[src/rtl/multiplier_dispatch.sv]
// rtl/multiplier_dispatch.sv - operand FIFO and start/collect sequencer for an iterative multiplier
//
// multiplier_dispatch_fifo : operand-pair queue (DEPTH power of two, WIDTH bits per entry)
// multiplier_dispatch      : top level
//   clk, reset            clock, synchronous active-high reset
//   in_valid/in_ready     operand-pair push handshake, in_a/in_b 32-bit unsigned
//   m_valid_in, m_a, m_b  one-cycle start pulse and held operands to the multiplier
//   m_valid_out, m_r      multiplier completion and 64-bit product
//   out_valid/out_ready   result handshake, out_r registered product
//   busy                  sequencer not in IDLE
//   error                 sticky WAIT watchdog flag (MULT_DISPATCH_TIMEOUT_EN)
// Optional feature macro: MULT_DISPATCH_TIMEOUT_EN enables the WAIT watchdog.

module multiplier_dispatch_fifo #(
  parameter int DEPTH = 4,
  parameter int WIDTH = 64
) (
  input  logic             clk,
  input  logic             reset,
  input  logic             push,
  input  logic [WIDTH-1:0] push_data,
  input  logic             pop,
  output logic [WIDTH-1:0] pop_data,
  output logic             full,
  output logic             empty
);
  localparam int AW = $clog2(DEPTH);
  localparam logic [AW:0] DEPTH_C = (AW+1)'(DEPTH);

  logic [WIDTH-1:0] mem [DEPTH];
  logic [AW-1:0]    wr_ptr_q, rd_ptr_q;
  logic [AW:0]      count_q;

  assign full     = (count_q == DEPTH_C);
  assign empty    = (count_q == '0);
  assign pop_data = mem[rd_ptr_q];

  // Pointers wrap naturally because DEPTH is a power of two.
  always_ff @(posedge clk) begin
    if (reset) begin
      wr_ptr_q <= '0;
      rd_ptr_q <= '0;
      count_q  <= '0;
    end else begin
      if (push) begin
        mem[wr_ptr_q] <= push_data;
        wr_ptr_q      <= wr_ptr_q + 1'b1;
      end
      if (pop) rd_ptr_q <= rd_ptr_q + 1'b1;
      case ({push, pop})
        2'b10:   count_q <= count_q + 1'b1;
        2'b01:   count_q <= count_q - 1'b1;
        default: count_q <= count_q;
      endcase
    end
  end
endmodule

module multiplier_dispatch #(
  parameter int FIFO_DEPTH     = 4,
  parameter int TIMEOUT_CYCLES = 256
) (
  input  logic        clk,
  input  logic        reset,
  input  logic        in_valid,
  output logic        in_ready,
  input  logic [31:0] in_a,
  input  logic [31:0] in_b,
  output logic        m_valid_in,
  output logic [31:0] m_a,
  output logic [31:0] m_b,
  input  logic [63:0] m_r,
  input  logic        m_valid_out,
  output logic        out_valid,
  input  logic        out_ready,
  output logic [63:0] out_r,
  output logic        busy,
  output logic        error
);
  typedef enum logic [1:0] {ST_IDLE, ST_ISSUE, ST_WAIT, ST_HOLD} state_t;

  state_t      state_q, state_d;
  logic        fifo_full, fifo_empty, fifo_push, fifo_pop;
  logic [63:0] fifo_head;
  logic        load_result;
  logic        timeout_hit;

  // in_ready comes from the registered count only, never from this cycle's pop.
  assign in_ready  = !fifo_full;
  assign fifo_push = in_valid && !fifo_full;
  assign busy      = (state_q != ST_IDLE);

  multiplier_dispatch_fifo #(.DEPTH(FIFO_DEPTH), .WIDTH(64)) u_fifo (
    .clk       (clk),
    .reset     (reset),
    .push      (fifo_push),
    .push_data ({in_a, in_b}),
    .pop       (fifo_pop),
    .pop_data  (fifo_head),
    .full      (fifo_full),
    .empty     (fifo_empty)
  );

  always_ff @(posedge clk) begin
    if (reset) state_q <= ST_IDLE;
    else       state_q <= state_d;
  end

`ifdef MULT_DISPATCH_TIMEOUT_EN
  localparam int WDW = $clog2(TIMEOUT_CYCLES + 1);
  localparam logic [WDW-1:0] WD_LAST = WDW'(TIMEOUT_CYCLES - 1);
  logic [WDW-1:0] wd_cnt_q;
  logic           error_q;
`endif

  always_comb begin
    state_d     = state_q;
    fifo_pop    = 1'b0;
    m_valid_in  = 1'b0;
    load_result = 1'b0;
    timeout_hit = 1'b0;
    case (state_q)
      ST_IDLE: begin
        if (!fifo_empty) begin
          fifo_pop = 1'b1;
          state_d  = ST_ISSUE;
        end
      end
      ST_ISSUE: begin
        m_valid_in = 1'b1;
        state_d    = ST_WAIT;
      end
      ST_WAIT: begin
        if (m_valid_out) begin
          load_result = 1'b1;
          state_d     = ST_HOLD;
        end
`ifdef MULT_DISPATCH_TIMEOUT_EN
        // Last WAIT cycle of the budget with no completion: drop the operation.
        else if (wd_cnt_q == WD_LAST) begin
          timeout_hit = 1'b1;
          state_d     = ST_IDLE;
        end
`endif
      end
      ST_HOLD: begin
        if (out_ready) state_d = ST_IDLE;
      end
      default: state_d = ST_IDLE;
    endcase
  end

  // Operands load only on pop, so they stay put through ISSUE and WAIT.
  always_ff @(posedge clk) begin
    if (reset) begin
      m_a       <= '0;
      m_b       <= '0;
      out_r     <= '0;
      out_valid <= 1'b0;
    end else begin
      if (fifo_pop) {m_a, m_b} <= fifo_head;
      if (load_result) begin
        out_r     <= m_r;
        out_valid <= 1'b1;
      end else if (state_q == ST_HOLD && out_ready) begin
        out_valid <= 1'b0;
      end
    end
  end

`ifdef MULT_DISPATCH_TIMEOUT_EN
  // Counter is cleared during ISSUE so it reads zero on the first WAIT cycle.
  always_ff @(posedge clk) begin
    if (reset) begin
      wd_cnt_q <= '0;
      error_q  <= 1'b0;
    end else begin
      if (state_q == ST_ISSUE)     wd_cnt_q <= '0;
      else if (state_q == ST_WAIT) wd_cnt_q <= wd_cnt_q + 1'b1;
      if (timeout_hit) error_q <= 1'b1;
    end
  end
  assign error = error_q;
`else
  // Watchdog not built; the timeout parameter only appears here to keep it referenced.
  assign error = 1'b0 & (TIMEOUT_CYCLES == 0);
`endif
endmodule

[config.mk]
export PLATFORM = sky130hd
export DESIGN_NAME = multiplier_dispatch
export DESIGN_NICKNAME = d
export VERILOG_FILES = /design/src/rtl/multiplier_dispatch.sv
export SDC_FILE = /design/constraint.sdc
export NUM_CORES = 1
export LEC_CHECK = 0
export ABC_AREA = 1
export CAP_MARGIN = 20
export CORE_UTILIZATION = 43
export CTS_CLUSTER_DIAMETER = 150
export DETAILED_ROUTE_END_ITERATION = 8
export PLACE_DENSITY = 0.63
export SYNTH_ARGS = -nofsm -noshare
export SYNTH_HDL_FRONTEND = slang
export SYNTH_SLANG_ARGS = --single-unit
[constraint.sdc]
create_clock -name clk -period 8.9 [get_ports clk]
set_input_delay 1.335 -clock clk [delete_from_list [all_inputs] [get_ports clk]]
set_output_delay 1.335 -clock clk [all_outputs]
set_load 0.005 [all_outputs]
# [Word level (Yosys, flattened, before mapping)]
# Memory sizes are Yosys's and may differ from the RTL's. A register that Yosys moved wholly into a read port is not among the register bits.
# Index checks and enable logic that the tools add are counted.
[totals] rom_bits=0 output_inout_bits=133 reg_bits=74 in_bits=133 word_cells=44 n_memories=1 latchBits=0 ramBits=256
[mem_list] memory="u_fifo.mem" depth=4 word_bits=64 rd=1 rd_clocked_by_memory_dff=1 write_ports=1 line="30" source="logic [WIDTH-1:0] mem [DEPTH];"
[classes] shift=0 reduce_logical=9 n_div=0 addsub=4 mux=15 bitwise=0 eq_ne=9 n_lt_le_gt_ge=0 mul=0
[op_table] op="$mux W1" n=10
[op_table] op="$pmux W2 S4" n=1
[op_table] op="$eq A2 B2 Y1 const B" n=3
[op_table] op="$mux W2" n=3
[op_table] op="$ne A2 B2 Y1 const B" n=3
[op_table] op="$pmux W3 S2" n=1
[op_table] op="$reduce_bool A2 Y1" n=3
[op_table] op="$add A2 B1 Y2 const B" n=2
[op_table] op="$eq A2 B1 Y1 const B" n=2
[op_table] op="$add A3 B1 Y3 const B" n=1
[op_table] op="$eq A3 B3 Y1 const B" n=1
[op_table] op="$logic_not A3 Y1" n=1
[op_table] op="$reduce_and A3 Y1" n=1
[op_table] op="$sub A3 B1 Y3 const B" n=1
[op_table] op="$logic_and A1 B1 Y1" n=2
[op_table] op="$logic_not A2 Y1" n=1
[op_table] op="$logic_not A1 Y1" n=1

# [Depth between registers and ports, before layout]
[depth] depth_word=6 mapped_depth=14 ltp_nobuf=13

# [Modules after synthesis]
# From an unflattened synthesis, not the netlist that was laid out.
[hier_totals] hier_cells=1268 area_unflattened_um2=14582.7
[by_module_without_submodules] module="multiplier_dispatch_fifo" area_per_inst_um2=9943.3 cells_per_inst=678 n_inst=1 seq_area_each_um2=7867.5
[by_module_without_submodules] module="multiplier_dispatch" area_per_inst_um2=4639.4 cells_per_inst=590 n_inst=1 seq_area_each_um2=2622.5

# [Worst setup path before layout]
# Ideal clock, no wire load.
[synth_path] path_kind="input port to flip-flop" from="input reset" to="memory u_fifo.mem[0][0], enable pin" cell_stages=4 arrival_time_ns=4.419 path_buffers=1 setup_slack_ns=3.994 setup_ns=0.486 required_ns=8.414 path_cell_list="inv_2 -> buf_2 -> nand3_1 -> nor2_1"
[synth_between] elab_chain_len=2
[synth_rtl] item="start, declared" line="64" source="input logic reset,"
[synth_rtl] item="$mux W1" line="40" source="if (reset) begin"
[synth_rtl] item="$mux W1 (implied by the code)" line="46" source="mem[wr_ptr_q] <= push_data;"
[synth_rtl] item="end, declared" line="30"
# Every way passes these cells.

# [Worst setup path after layout]
[layout_path] from="input reset" to="memory u_fifo.mem[0][63], enable pin"
# The elaborated chain is that of the path after synthesis.

==> reports/qor.csv <==
metric,value,unit
outcome,"complete, no violations",
Yosys top cell by area,edfxtp_1,
Max Cap Viol,0,
setup TNS,0,ns
Longest Clk Path Bufs,3,
syn_area_per_cell,9.10,µm²
Clock Skews,0.00876,ns
multiplexer share of the synthesized area,0,
Final Hold Viols,0,
Yosys top cell area share,0.474,
ys flop type,edfxtp_1,
Synth Net Count,1928,
ys async rst share,0,
critical path required time,9.07,ns
Min-Delay Path Class,reg2reg,
detailed-route wire length per cell,14.4,µm
# hold bufs at CTS,0,
Tcrit/Tclk final,0.492,
Vias,11576,
# Post-CTS Setup Buffers,0,
gr usage total,0.192,
layout cells sized above 1,0.0434,
WL met1,15300,µm
Slew @ Worst Pin,0.995,ns
worst hold stages,2,
kind of critical path,in2reg,
Netlist cell types,20,
Final Util,0.558,
drt total wl,36800,µm
Achievable Freq,0.228,GHz
DR top layer,met5,
Synth Cell Area,16200,µm²
Post-Synth Adder-Cell Area,0.00894,
Die H,196,µm
Die ar.,38500,µm²
peak supply drop,0.000139,V
setup violators final,0,
Syn-to-layout area delta,26.7,%
Clock Sinks,394,
Slew Limit Fails,0,
CTS Root Cell,clkbuf_16,
R2R depth,5,
CP endpoint kind,flip-flop,
hold_ws,0.465,ns
number of global-route vias before repair,11036,
post-detail-place hpwl,23000,µm
FF-to-FF Start,u_fifo.count_q[1]$_SDFFE_PP0P_,
met3 WL post-DR,2350,µm
Yosys reg bits,394,
Post-synth top cells,"nand2_1, inv_1, nor2_1",
core area,36900,µm²
1st-pass router iterations,4,
met2 wire len,18200,µm
CP max FO,71,
Worst Path Arrival,4.55,ns
depth of the CTS H-tree,2,
IO Port Bufs,264,
worst hold endpoint,out_valid$_SDFFE_PP0P_,
first-pass GRT wire length,58300,µm
largest family of logic cells by synthesized area,simple AND/OR/NAND/NOR gates,
pin count of the biggest net entering global routing,91,
cts bufs inserted,42,
HP Start,out_valid$_SDFFE_PP0P_,
Compound-Gate Fraction of Synth Area,0.0231,
# fillers,3224,
Ys Warns,0,
pwr dens,282,nW/µm²
clk slew on worst S/H paths,0.06,ns
Leak,8.94,nW
min cycle time layout,4.38,ns
CTS tree,built,
number of top-level pins,266,
Post-Synth XOR/XNOR Area,0,
ranking of synthesized cells by area,"edfxtp_1, dfxtp_1, nand2_1",
Clock Latency Late Sink,0.54,ns
Initial Util,0.440,
most common cell in the netlist,nand2_1,
DR iter-0 viols,549,
simple-gate area share of the yosys netlist,0.213,
post-synthesis sequential area ratio,0.644,
type of origin of the critical path,primary input,
number of routed nets with antenna violations,0,
Worst R2R Setup Slack,6.06,ns
post-CTS resize count,0,
row cnt,70,
Slew headroom,0.336,
Vias/cell,4.53,
number of enable flip-flop cells after synthesis,256,
die width,196,µm
remaining global-route overflow,0,
unrepaired setup endpoints after global routing,no,
Final #Nets,2162,
RR Endpoint,u_fifo.mem[0][63]$_DFFE_PP_,
Post-route DRC,0,
RD Place Congestion,0.744,
Mapped Cells,1784,
initial antenna violation count,3,
-- metrics by stage --
step | area [µm²] | setup slack [ns] | cells | total power [W]
after floorplan | 16200 | 3.99 | 1784 | 0.00350
after global placement | 19100 | 3.93 | 2477 | 0.00406
after detailed placement | 19100 | 3.87 | 2477 | 0.00409
after CTS | 20500 | 4.40 | 2553 | 0.00588
after global routing | 20600 | 4.27 | 2556 | 0.00618
final | 20600 | 4.52 | 2556 | 0.00579
-- area by class of cell --
cell class | count | area (µm²) | area share
Multi-Input combinational cell | 961 | 4020 | 0.195
Antenna cell | 2 | 5.00 | 0.000243
Tap cell | 504 | 631 | 0.0307
Sequential cell | 394 | 10500 | 0.509
Clock buffer | 59 | 1230 | 0.0598
Inverter | 344 | 1300 | 0.0630
Timing Repair Buffer | 275 | 2740 | 0.133
Clock inverter | 17 | 186 | 0.00907
-- worst max-delay path by stage --
stage / startpoint / endpoint / slack (ns) / cells after the start
2_1_floorplan: reset / u_fifo.mem[0][0]$_DFFE_PP_ / 3.99 / 4
3_3_place_gp: reset / u_fifo.mem[1][41]$_DFFE_PP_ / 3.93 / 5
3_5_place_dp: reset / u_fifo.mem[1][41]$_DFFE_PP_ / 3.87 / 5
4_1_cts: reset / u_fifo.mem[1][53]$_DFFE_PP_ / 4.40 / 5
5_1_grt: reset / u_fifo.mem[0][45]$_DFFE_PP_ / 4.27 / 5
6_report: reset / u_fifo.mem[0][63]$_DFFE_PP_ / 4.52 / 5
-- routing by layer --
layer | vias up | global-route usage
met3 | 64 | 0.0425
met2 | 302 | 0.339
met1 | 5281 | 0.232
met4 | 2 | 0.0628
li1 | 5927 | -
met5 | - | 0
-- flip-flops by register name (all words and copies together) (netlist names) --
register / cells
u_fifo.mem: 256
out_r: 64
m_a: 32
m_b: 32
u_fifo.count_q: 3
state_q: 2
u_fifo.rd_ptr_q: 2
u_fifo.wr_ptr_q: 2
out_valid: 1
-- layout by cell type (no fill, tap or decap) --
master	instances
a21oi_1	8
clkbuf_8	5
dfxtp_4	2
nand2_1	468
inv_2	2
buf_4	10
ha_1	10
clkinv_1	2
dfxtp_1	136
o21ai_0	57
clkbuf_1	9
diode_2	2
clkbuf_16	45
bufinv_16	4
inv_4	2
clkinv_2	10
nand2_4	1
nor2_1	263
nand3_1	136
clkdlybuf4s50_1	264
nand2_2	1
inv_1	340
fa_1	1
edfxtp_1	256
nor2_2	1
buf_12	1
nor2_4	4
o21ai_1	10
inv_6	1
conb_1	1
-- critical path, cell delays in order --
cell,delay [ns]
clkdlybuf4s50_1,0.62
inv_4,0.66
nand3_1,0.50
nor2_4,0.75
buf_4,0.61
-- cells by family (layout without fill, tap and decap cells) --
group / count (synthesis) / count (layout)
and+or+nand+nor: 874 / 874
buffers and inverters: 429 / 695
DFF: 394 / 394
AOI/OAI and AO/OA: 75 / 75
adders and majority gates: 11 / 11
other: 1 / 3
-- report_power, final --
group	switching, W	internal (W)
Sequential	0.000173	0.00218
Clock	0.000690	0.00108
Combinational	0.000981	0.000691
Note: power is estimated with default switching activity, not from simulation.
